`src/rtl/drq_trigger_unit_pkg.sv`:
```
// Shared definitions for the DMA-request trigger unit: edge-mode encodings,
// parameter range limits and the edge-event helper.
package drq_trigger_unit_pkg;

    typedef enum logic [1:0] {
        MODE_RISE   = 2'b00,
        MODE_FALL   = 2'b01,
        MODE_BOTH   = 2'b10,
        MODE_LEGACY = 2'b11
    } edge_mode_e;

    localparam int unsigned CHANNELS_MIN    = 1;
    localparam int unsigned CHANNELS_MAX    = 8;
    localparam int unsigned COUNT_WIDTH_MIN = 1;
    localparam int unsigned COUNT_WIDTH_MAX = 8;

    // Raw edge detection for one channel; legacy mode watches rising edges.
    function automatic logic edge_event(input edge_mode_e mode,
                                        input logic       prev,
                                        input logic       cur);
        logic ev;
        ev = 1'b0;
        case (mode)
            MODE_RISE:   ev = !prev && cur;
            MODE_FALL:   ev = prev && !cur;
            MODE_BOTH:   ev = prev != cur;
            MODE_LEGACY: ev = !prev && cur;
            default:     ev = 1'b0;
        endcase
        return ev;
    endfunction

endpackage

```
`src/rtl/drq_channel.sv`:
```
// One DMA-request channel: edge detection, pending counter with saturation,
// sticky overflow and registered DRQ.
module drq_channel
    import drq_trigger_unit_pkg::*;
#(
    parameter int unsigned COUNT_WIDTH = 3
) (
    input  logic                   clock,
    input  logic                   reset,
    input  logic                   trigger,
    input  logic                   enable,
    input  logic [1:0]             edge_mode,
    input  logic                   dma_acknowledge_n,
    input  logic                   overflow_clear,
    output logic                   dma_request,
    output logic [COUNT_WIDTH-1:0] pending_count,
    output logic                   overflow
);

    localparam logic [COUNT_WIDTH-1:0] PEND_MAX = '1;
    localparam logic [COUNT_WIDTH-1:0] PEND_ONE = COUNT_WIDTH'(1);

    logic                   prev_q,  prev_d;
    logic                   ack_q,   ack_d;
    logic                   armed_q, armed_d;
    logic [COUNT_WIDTH-1:0] pend_q,  pend_d;
    logic                   drq_q,   drq_d;
    logic                   ovf_q,   ovf_d;

    edge_mode_e mode;
    logic       evt;
    logic       ack_start;
    logic       ovf_set;

    // Next-state: event/ack detection, pending update, overflow and DRQ.
    always_comb begin
        prev_d    = trigger;
        ack_d     = dma_acknowledge_n;
        armed_d   = 1'b1;
        mode      = edge_mode_e'(edge_mode);
        evt       = armed_q && enable && edge_event(mode, prev_q, trigger);
        ack_start = armed_q && enable && ack_q && !dma_acknowledge_n;
        pend_d    = pend_q;
        ovf_set   = 1'b0;

        if (!enable) begin
            pend_d = '0;
        end else if (mode == MODE_LEGACY) begin
            if (!dma_acknowledge_n) begin
                pend_d = '0;
            end else if (evt) begin
                pend_d = PEND_ONE;
            end
        end else if (evt && !ack_start) begin
            if (pend_q == PEND_MAX) begin
                ovf_set = 1'b1;
            end else begin
                pend_d = pend_q + PEND_ONE;
            end
        end else if (ack_start && !evt) begin
            if (pend_q != '0) begin
                pend_d = pend_q - PEND_ONE;
            end
        end

        // A set condition outranks a clear in the same cycle.
        if (ovf_set) begin
            ovf_d = 1'b1;
        end else if (overflow_clear) begin
            ovf_d = 1'b0;
        end else begin
            ovf_d = ovf_q;
        end

        drq_d = (pend_d != '0) && dma_acknowledge_n;
    end

    // State registers; reset primes prev/ack high so release creates no edge.
    always_ff @(posedge clock or posedge reset) begin
        if (reset) begin
            prev_q  <= 1'b1;
            ack_q   <= 1'b1;
            armed_q <= 1'b0;
            pend_q  <= '0;
            drq_q   <= 1'b0;
            ovf_q   <= 1'b0;
        end else begin
            prev_q  <= prev_d;
            ack_q   <= ack_d;
            armed_q <= armed_d;
            pend_q  <= pend_d;
            drq_q   <= drq_d;
            ovf_q   <= ovf_d;
        end
    end

    assign dma_request   = drq_q;
    assign pending_count = pend_q;
    assign overflow      = ovf_q;

endmodule

```
`src/rtl/drq_trigger_unit.sv`:
```
// Top level: slices the per-channel buses onto independent drq_channel
// instances.
module drq_trigger_unit
    import drq_trigger_unit_pkg::*;
#(
    parameter int unsigned CHANNELS    = 4,
    parameter int unsigned COUNT_WIDTH = 3
) (
    input  logic                            clock,
    input  logic                            reset,
    input  logic [CHANNELS-1:0]             trigger,
    input  logic [CHANNELS-1:0]             enable,
    input  logic [2*CHANNELS-1:0]           edge_mode,
    input  logic [CHANNELS-1:0]             dma_acknowledge_n,
    input  logic [CHANNELS-1:0]             overflow_clear,
    output logic [CHANNELS-1:0]             dma_request,
    output logic [CHANNELS*COUNT_WIDTH-1:0] pending_count,
    output logic [CHANNELS-1:0]             overflow
);

    if (CHANNELS < CHANNELS_MIN || CHANNELS > CHANNELS_MAX) begin : g_bad_channels
        $error("drq_trigger_unit: CHANNELS out of range");
    end
    if (COUNT_WIDTH < COUNT_WIDTH_MIN || COUNT_WIDTH > COUNT_WIDTH_MAX) begin : g_bad_width
        $error("drq_trigger_unit: COUNT_WIDTH out of range");
    end

    for (genvar i = 0; i < CHANNELS; i++) begin : g_ch
        drq_channel #(
            .COUNT_WIDTH(COUNT_WIDTH)
        ) u_ch (
            .clock            (clock),
            .reset            (reset),
            .trigger          (trigger[i]),
            .enable           (enable[i]),
            .edge_mode        (edge_mode[2*i +: 2]),
            .dma_acknowledge_n(dma_acknowledge_n[i]),
            .overflow_clear   (overflow_clear[i]),
            .dma_request      (dma_request[i]),
            .pending_count    (pending_count[i*COUNT_WIDTH +: COUNT_WIDTH]),
            .overflow         (overflow[i])
        );
    end

endmodule

```
`config.mk`:
```
export PLATFORM = sky130hd
export DESIGN_NAME = drq_trigger_unit
export DESIGN_NICKNAME = d
export VERILOG_FILES = /design/src/rtl/drq_trigger_unit_pkg.sv /design/src/rtl/drq_channel.sv /design/src/rtl/drq_trigger_unit.sv
export SDC_FILE = /design/constraint.sdc
export NUM_CORES = 1
export LEC_CHECK = 0
export ABC_AREA = 1
export CAP_MARGIN = 30
export CORE_ASPECT_RATIO = 1.1
export CORE_MARGIN = 2
export CORE_UTILIZATION = 40
export CTS_CLUSTER_SIZE = 14
export DETAILED_ROUTE_END_ITERATION = 6
export PLACE_DENSITY = 0.63
export SKIP_CTS_REPAIR_TIMING = 1
export SLEW_MARGIN = 20
export SYNTH_ARGS = -nofsm -noshare
export SYNTH_HDL_FRONTEND = slang
export SYNTH_HIERARCHICAL = 1
export SYNTH_SLANG_ARGS = --single-unit
```
`constraint.sdc`:
```
create_clock -name clock -period 3.81 [get_ports clock]
set_clock_uncertainty 0.15 [all_clocks]
set_input_delay 0.5715 -clock clock [delete_from_list [all_inputs] [get_ports clock]]
set_output_delay 0.5715 -clock clock [all_outputs]
set_load 0.03 [all_outputs]
```
# Yosys cells after proc, flatten, opt, wreduce, memory -nomap -nowiden
# Cells that the tools add are included.
# W data, S select, Z words.
dict set report totals {
  inputBits 26
  register_bits 29
  out_inout_bits 20
  ramBits 0
  memories 0
  latchBits 0
  word_cells 185
  romBits 0
}
dict set report classes {
  order_cmp 0
  n_reduce_logical 76
  mul 0
  eq_ne 20
  shifts 0
  n_div 0
  n_bitwise 0
  muxes 60
  addsub 8
}
# operator n
set op_table {}
lappend op_table {{$mux W3} 32}
lappend op_table {{$logic_and A1 B1 Y1} 36}
lappend op_table {{$mux W1} 24}
lappend op_table {{$reduce_bool A3 Y1} 8}
lappend op_table {{$logic_not A1 Y1} 20}
lappend op_table {{$eq A2 B2 Y1 const B} 8}
lappend op_table {{$add A3 B1 Y3 const B} 4}
lappend op_table {{$eq A3 B3 Y1 const B} 4}
lappend op_table {{$pmux W1 S3} 4}
lappend op_table {{$sub A3 B1 Y3 const B} 4}
lappend op_table {{$eq A2 B1 Y1 const B} 4}
lappend op_table {{$logic_not A2 Y1} 4}
lappend op_table {{$reduce_bool A2 Y1} 4}
lappend op_table {{$reduce_or A2 Y1} 4}
lappend op_table {{$ne A1 B1 Y1} 4}

# Logic depth before layout (Yosys ltp)
dict set report logic_depth {
  ltp_word 12
  mapped_depth 16
}

# By module
# Netlist, hierarchy kept.
# module cells_each seq_area_each_um2 area_per_inst_um2 n_inst
set modules_own_cells {}
lappend modules_own_cells {drq_channel 93 202.7 655.6 4}

# Worst setup path before layout
# No wires, ideal clock.
dict set report synth_timing {
  path_kind {flip-flop to flip-flop}
  start {reg g_ch[0].u_ch.pend_q[0]}
  end {reg g_ch[0].u_ch.drq_q}
  path_slack_ns 1.894
  synth_period_minus_slack_ns 1.916
  t_arrival_ns 1.653
  setup_ns 0.113
  n_path_buf 0
  stages_incl_launch_ff 14
  required_ns 3.547
  path_cell_list {dfrtp_1 inv_1 ha_1 or2_1 nand3_1 nand3_1 nand2_1 nand2_1 nand2_1 nand2_1 nand2_1 nand3_1 nand2_1 inv_1}
}
dict set report synth_via {
  elab_chain_cells 8
  elab_cells_between_ends 14
}
# element line_no
set synth_lines {}
lappend synth_lines {{start: declaration} drq_channel.sv:26} ;# logic [COUNT_WIDTH-1:0] pend_q, pend_d;
lappend synth_lines {{start signal: assignment} drq_channel.sv:91} ;# pend_q <= pend_d;
lappend synth_lines {{$sub A3 B1 Y3 or $reduce_bool A3 Y1 (tied branches)} {drq_channel.sv:62, drq_channel.sv:61}}
lappend synth_lines {{$mux W3} drq_channel.sv:61} ;# if (pend_q != '0) begin
lappend synth_lines {{$mux W3} drq_channel.sv:60} ;# end else if (ack_start && !evt) begin
lappend synth_lines {{$mux W3} drq_channel.sv:54} ;# end else if (evt && !ack_start) begin
lappend synth_lines {{$mux W3 *} drq_channel.sv:48} ;# end else if (mode == MODE_LEGACY) begin
lappend synth_lines {{$mux W3 *} drq_channel.sv:46} ;# if (!enable) begin
lappend synth_lines {{$reduce_bool A3 Y1 *} drq_channel.sv:75} ;# drq_d = (pend_d != '0) && dma_acknowledge_n;
lappend synth_lines {{$logic_and A1 B1 Y1 *} drq_channel.sv:75}
lappend synth_lines {{via g_ch[0].u_ch.drq_d} drq_channel.sv:27} ;# logic drq_q, drq_d;
lappend synth_lines {{end signal: assignment} drq_channel.sv:92} ;# drq_q <= drq_d;
lappend synth_lines {{end: declaration} drq_channel.sv:27}
# The timed path passes the listed nets; every way through them passes the cells marked *.
# A chain may end at the register's enable or synchronous reset.

# Worst setup path in the final report
dict set report layout_timing {
  start {in trigger[3]}
  end {reg g_ch[3].u_ch.drq_q}
}
dict set report layout_via {
  elab_chain_cells 12
  elab_cells_between_ends 17
}
# element line_no
set layout_lines {}
lappend layout_lines {{start: declaration} drq_trigger_unit.sv:11} ;# input logic [CHANNELS-1:0] trigger,
lappend layout_lines {{$logic_not A1 Y1} drq_trigger_unit_pkg.sv:25} ;# MODE_FALL: ev = prev && !cur;
lappend layout_lines {{$logic_and A1 B1 Y1} drq_trigger_unit_pkg.sv:25}
lappend layout_lines {{$pmux W1 S3 *} drq_trigger_unit_pkg.sv:23} ;# case (mode)
lappend layout_lines {{$logic_and A1 B1 Y1 *} drq_channel.sv:41} ;# evt = armed_q && enable && edge_event(mode, prev_q, trigger);
lappend layout_lines {{$logic_not A1 Y1} drq_channel.sv:60}
lappend layout_lines {{$logic_and A1 B1 Y1} drq_channel.sv:60}
lappend layout_lines {{$mux W3} drq_channel.sv:60}
lappend layout_lines {{$mux W3} drq_channel.sv:54}
lappend layout_lines {{$mux W3 *} drq_channel.sv:48}
lappend layout_lines {{$mux W3 *} drq_channel.sv:46}
lappend layout_lines {{$reduce_bool A3 Y1 *} drq_channel.sv:75}
lappend layout_lines {{$logic_and A1 B1 Y1 *} drq_channel.sv:75}
lappend layout_lines {{via g_ch[3].u_ch.drq_d} drq_channel.sv:27}
lappend layout_lines {{end signal: assignment} drq_channel.sv:92}
lappend layout_lines {{end: declaration} drq_channel.sv:27}
# Marked as above.

==> results.txt <==
----------------------------------------------------
[Critical path]
  Critical path class ... input pin to flop
  Crit-path slowest cell ... sky130_fd_sc_hd__clkdlybuf4s50_1
  Worst-case reg-to-reg path depth ... 13
  Crit end category ... flop
  Internal reg-to-reg setup slack ... roughly 1.9 ns
  CP bufs+invs ... 4
  Critical path data required time ... between 3 and 4 ns
  Dominant delay contributor by cell family on the critical path ... simple AND/OR/NAND/NOR gates
  Category of the worst setup path launch point ... input pin
  Worst setup path start ... trigger[3]
  Worst flop-to-flop path startpoint ... g_ch[1].u_ch/prev_q
  CP cell instances ... clkdlybuf4s50_1 > inv_1 > ha_1 > inv_1 > nand2_1 > nand3_1 > nand2_2 > nor2_2 > o21ai_0 > nand2_1 > nand2_1 > nand2_1 > nand3_1 > nand2_1 > inv_1
  Critical Path Sink ... g_ch[3].u_ch/dma_request
  Capture instance of the worst register-to-register path ... g_ch[1].u_ch/dma_request
  Critical Path Stages ... 15
  Critical-path maximum fanout ... 6
  Critical path data arrival time ... roughly 2.4 ns
  Top cell by count, worst path ... sky130_fd_sc_hd__nand2_1
  Delay of the slowest cell on the worst path ... 0.52 ns

[Power and ir drop]
  Max rail drop VDD ... 239 µV
  Sw Ratio ... 0.314
  Logic pwr share ... 0.311
  Clk pwr share ... 0.322
  Cell-internal power ... ~0.00073 W
  Share of power burned in registers ... 0.367
  Static leakage ... around 1.9 nW
  Power spent charging and discharging nets ... roughly 0.00034 W
  Cell area power density ... about 320 nW/µm²

[Cells and area]
  Nets@finish ... slightly below 500
  Post-layout utilization of the core ... 0.526
  Area growth, synth to finish ... 25.8%
  Antenna diode count ... 0
  Commonest non-fill, non-tap cell in the layout ... sky130_fd_sc_hd__nand2_1
  Share of cells above drive strength 1 ... 0.113
  Post-route cell area ... between 3000 and 4000 µm²
  Number of fill cells ... between 600 and 700
  Most frequent cells in the layout ... sky130_fd_sc_hd__nand2_1 (128), sky130_fd_sc_hd__inv_1 (72), sky130_fd_sc_hd__clkdlybuf4s50_1 (45)

[Global route]
  Number of global-route vias before repair ... 2080
  Remaining global-route overflow ... 0
  Global-route wire length before repair ... between 8000 and 9000 µm
  Global routing usage summed across all routing layers ... 0.149
  Number of antenna violations at the first check in global routing ... 0
  Largest net degree at the start of global routing ... 11

[Clocking]
  Reg clk slew, reported paths ... ~0.060 ns
  CTS Buf Count ... 5
  Clk Latency, worst-skew pair ... approximately 0.27 ns
  TritonCTS clock tree ... built
  Clock Root Buffer ... sky130_fd_sc_hd__clkbuf_8
  Clock Tree Buf Depth ... 2
  CTS Sinks ... 32
  Number of H-tree levels ... 2

[Detailed routing]
  Remaining design rule violation count ... 0
  First drt pass iteration count ... 4
  Detailed Route Iter0 Violations ... 45
  Final ANT Viol Nets ... 0
  Average detailed-routed wire length per instance ... between 9 and 10 µm
  Detailed Route WL ... around 5000 µm
  Routed via count ... ~2300
  Vias per inst ... approximately 4.6

[Timing]
  Post-route minimum period ... roughly 2.3 ns
  Portion of the clock cycle consumed by the worst path in the final layout ... 0.611
  Count of pins over their slew limit ... 0
  Hold WS ... between 0.3 and 0.4 ns
  Setup TNS Final ... 0 ns
  Worst path setup slack after routing ... roughly 1.5 ns
  Setup repair after global routing missed its margin ... no
  Final count of hold timing violations ... 0
  Peak Freq ... roughly 430 MHz
  Number of failing setup endpoints in the final timing report ... 0

[Floorplanning]
  Y dimension of the die ... 88.9 µm
  Die Outline Area ... slightly above 7000 µm²
  Starting Density ... 0.418
  Area of the placeable core ... 6270 µm²
  Number of ports placed on the die boundary ... 46
  Num rows ... 30
  DIE WIDTH ... just over 80 µm

[Placed design]
  Count of buffers inserted at the top-level ports ... 45
  Area after detailed placement ... 3170 µm²
  Detailed placement HPWL ... roughly 4100 µm
  Dpl ws ... 1.18 ns
  Final estimated routing congestion in global placement ... 0.864

[Synthesis]
  Number of nets in the synthesized netlist ... 430
  Count of unique library cells instantiated by Yosys ... 19
  Register bit count reported by yosys ... 32
  Warnings, synthesis ... 6
  Total standard cell area after synthesis ... 2620 µm²
  Register area share after synthesis ... 0.309
  Synthesized area divided by synthesized cell count ... 7.05 µm²
  Post-synthesis cell count ... roughly 370

[Job]
  Max capacitance violation total ... 0

[Run status]
  Result of the run ... finished clean

[Worst hold path]
  Worst hold-check path type ... flop to flop

----------------------------------------------------
[state kept, by name (all words and copies together) (netlist names)]
register                 flops
g_ch.u_ch/prev_q             4
g_ch.u_ch/ack_q              4
g_ch.u_ch/pending_count     12
g_ch.u_ch/dma_request        4
g_ch.u_ch/armed_q            4
g_ch.u_ch/overflow           4
[power by group through the flow]
stage	logic (W)	registers (W)	clock network [W]
global route	0.000378	0.000396	0.000372
finish	0.000332	0.000392	0.000345
global placement	0.000332	0.000398	0
CTS	0.000336	0.000392	0.000361
floorplan	0.000187	0.000429	0
detailed placement	0.000334	0.000398	0
[synth_stat cells]
cell type,instances,share of area
sky130_fd_sc_hd__or2_1,4,0.0095
sky130_fd_sc_hd__conb_1,4,0.0057
sky130_fd_sc_hd__ha_1,32,0.15
sky130_fd_sc_hd__nor2_2,4,0.0095
sky130_fd_sc_hd__nor3b_4,4,0.029
sky130_fd_sc_hd__inv_2,8,0.011
sky130_fd_sc_hd__o32ai_1,4,0.013
sky130_fd_sc_hd__inv_1,72,0.10
sky130_fd_sc_hd__xor2_1,4,0.013
sky130_fd_sc_hd__nand2_2,12,0.029
sky130_fd_sc_hd__a21oi_1,4,0.0076
sky130_fd_sc_hd__o21ai_0,12,0.023
sky130_fd_sc_hd__o31ai_1,8,0.023
sky130_fd_sc_hd__nor2_1,8,0.011
sky130_fd_sc_hd__a21oi_2,4,0.013
sky130_fd_sc_hd__dfstp_2,8,0.080
sky130_fd_sc_hd__nand2_1,128,0.18
sky130_fd_sc_hd__nand3_1,28,0.053
sky130_fd_sc_hd__dfrtp_1,24,0.23
[how the worst min path moves through the flow]
| stage | slack (ns) | startpoint | depth (start not counted) | endpoint |
|---|---|---|---|---|
| global route | 0.39 | g_ch[3].u_ch/overflow | 2 | g_ch[3].u_ch/overflow |
| CTS | 0.38 | g_ch[3].u_ch/overflow | 2 | g_ch[3].u_ch/overflow |
| detailed placement | 0.37 | g_ch[3].u_ch/overflow | 2 | g_ch[3].u_ch/overflow |
| finish | 0.37 | g_ch[3].u_ch/overflow | 2 | g_ch[3].u_ch/overflow |
| floorplan | 0.24 | reset | 1 | g_ch[0].u_ch/armed_q |
| global placement | 0.37 | g_ch[3].u_ch/overflow | 2 | g_ch[3].u_ch/overflow |
[metal layers]
layer | track usage | routed length, µm
met1 | 0.196 | 2550
met5 | 0 | 0
met2 | 0.253 | 2290
met4 | 0.0324 | 24
met3 | 0.0303 | 170
[kinds of logic (layout without fill, tap and decap cells)]
kind of cell,after synthesis,after routing,synth area share
AND/OR/NAND/NOR,188,188,0.324
buffers and inverters,80,133,0.115
adder cells (fa/ha/maj),32,32,0.153
AO/OA/AOI/OAI,32,32,0.0802
flip-flops,32,32,0.309
other,4,4,0.00572
XOR/XNOR,4,4,0.0134
[through the flow]
stage / cells / power, W
after floorplan: 372 / 0.000616
after global placement: 497 / 0.000731
after detailed placement: 497 / 0.000732
after CTS: 505 / 0.00109
after global routing: 505 / 0.00115
final: 505 / 0.00107
[worst min-delay path, delay by kind of cell, from the launching register on]
kind,cells,cell delay (ns)
flip-flops,1,0.37
buffers and inverters,1,0.05
AO/OA/AOI/OAI,1,0.06
[layout make-up]
type	instances	area [µm²]	area share
inverters	80	300	0.0910
well taps	80	100	0.0303
repair buffers	45	450	0.137
flip-flops and latches	32	811	0.246
multi-input cells	260	1510	0.458
clock inverters	1	30.0	0.00910
clock buffers	7	96.3	0.0292
Power figures use the tool's default switching activity.
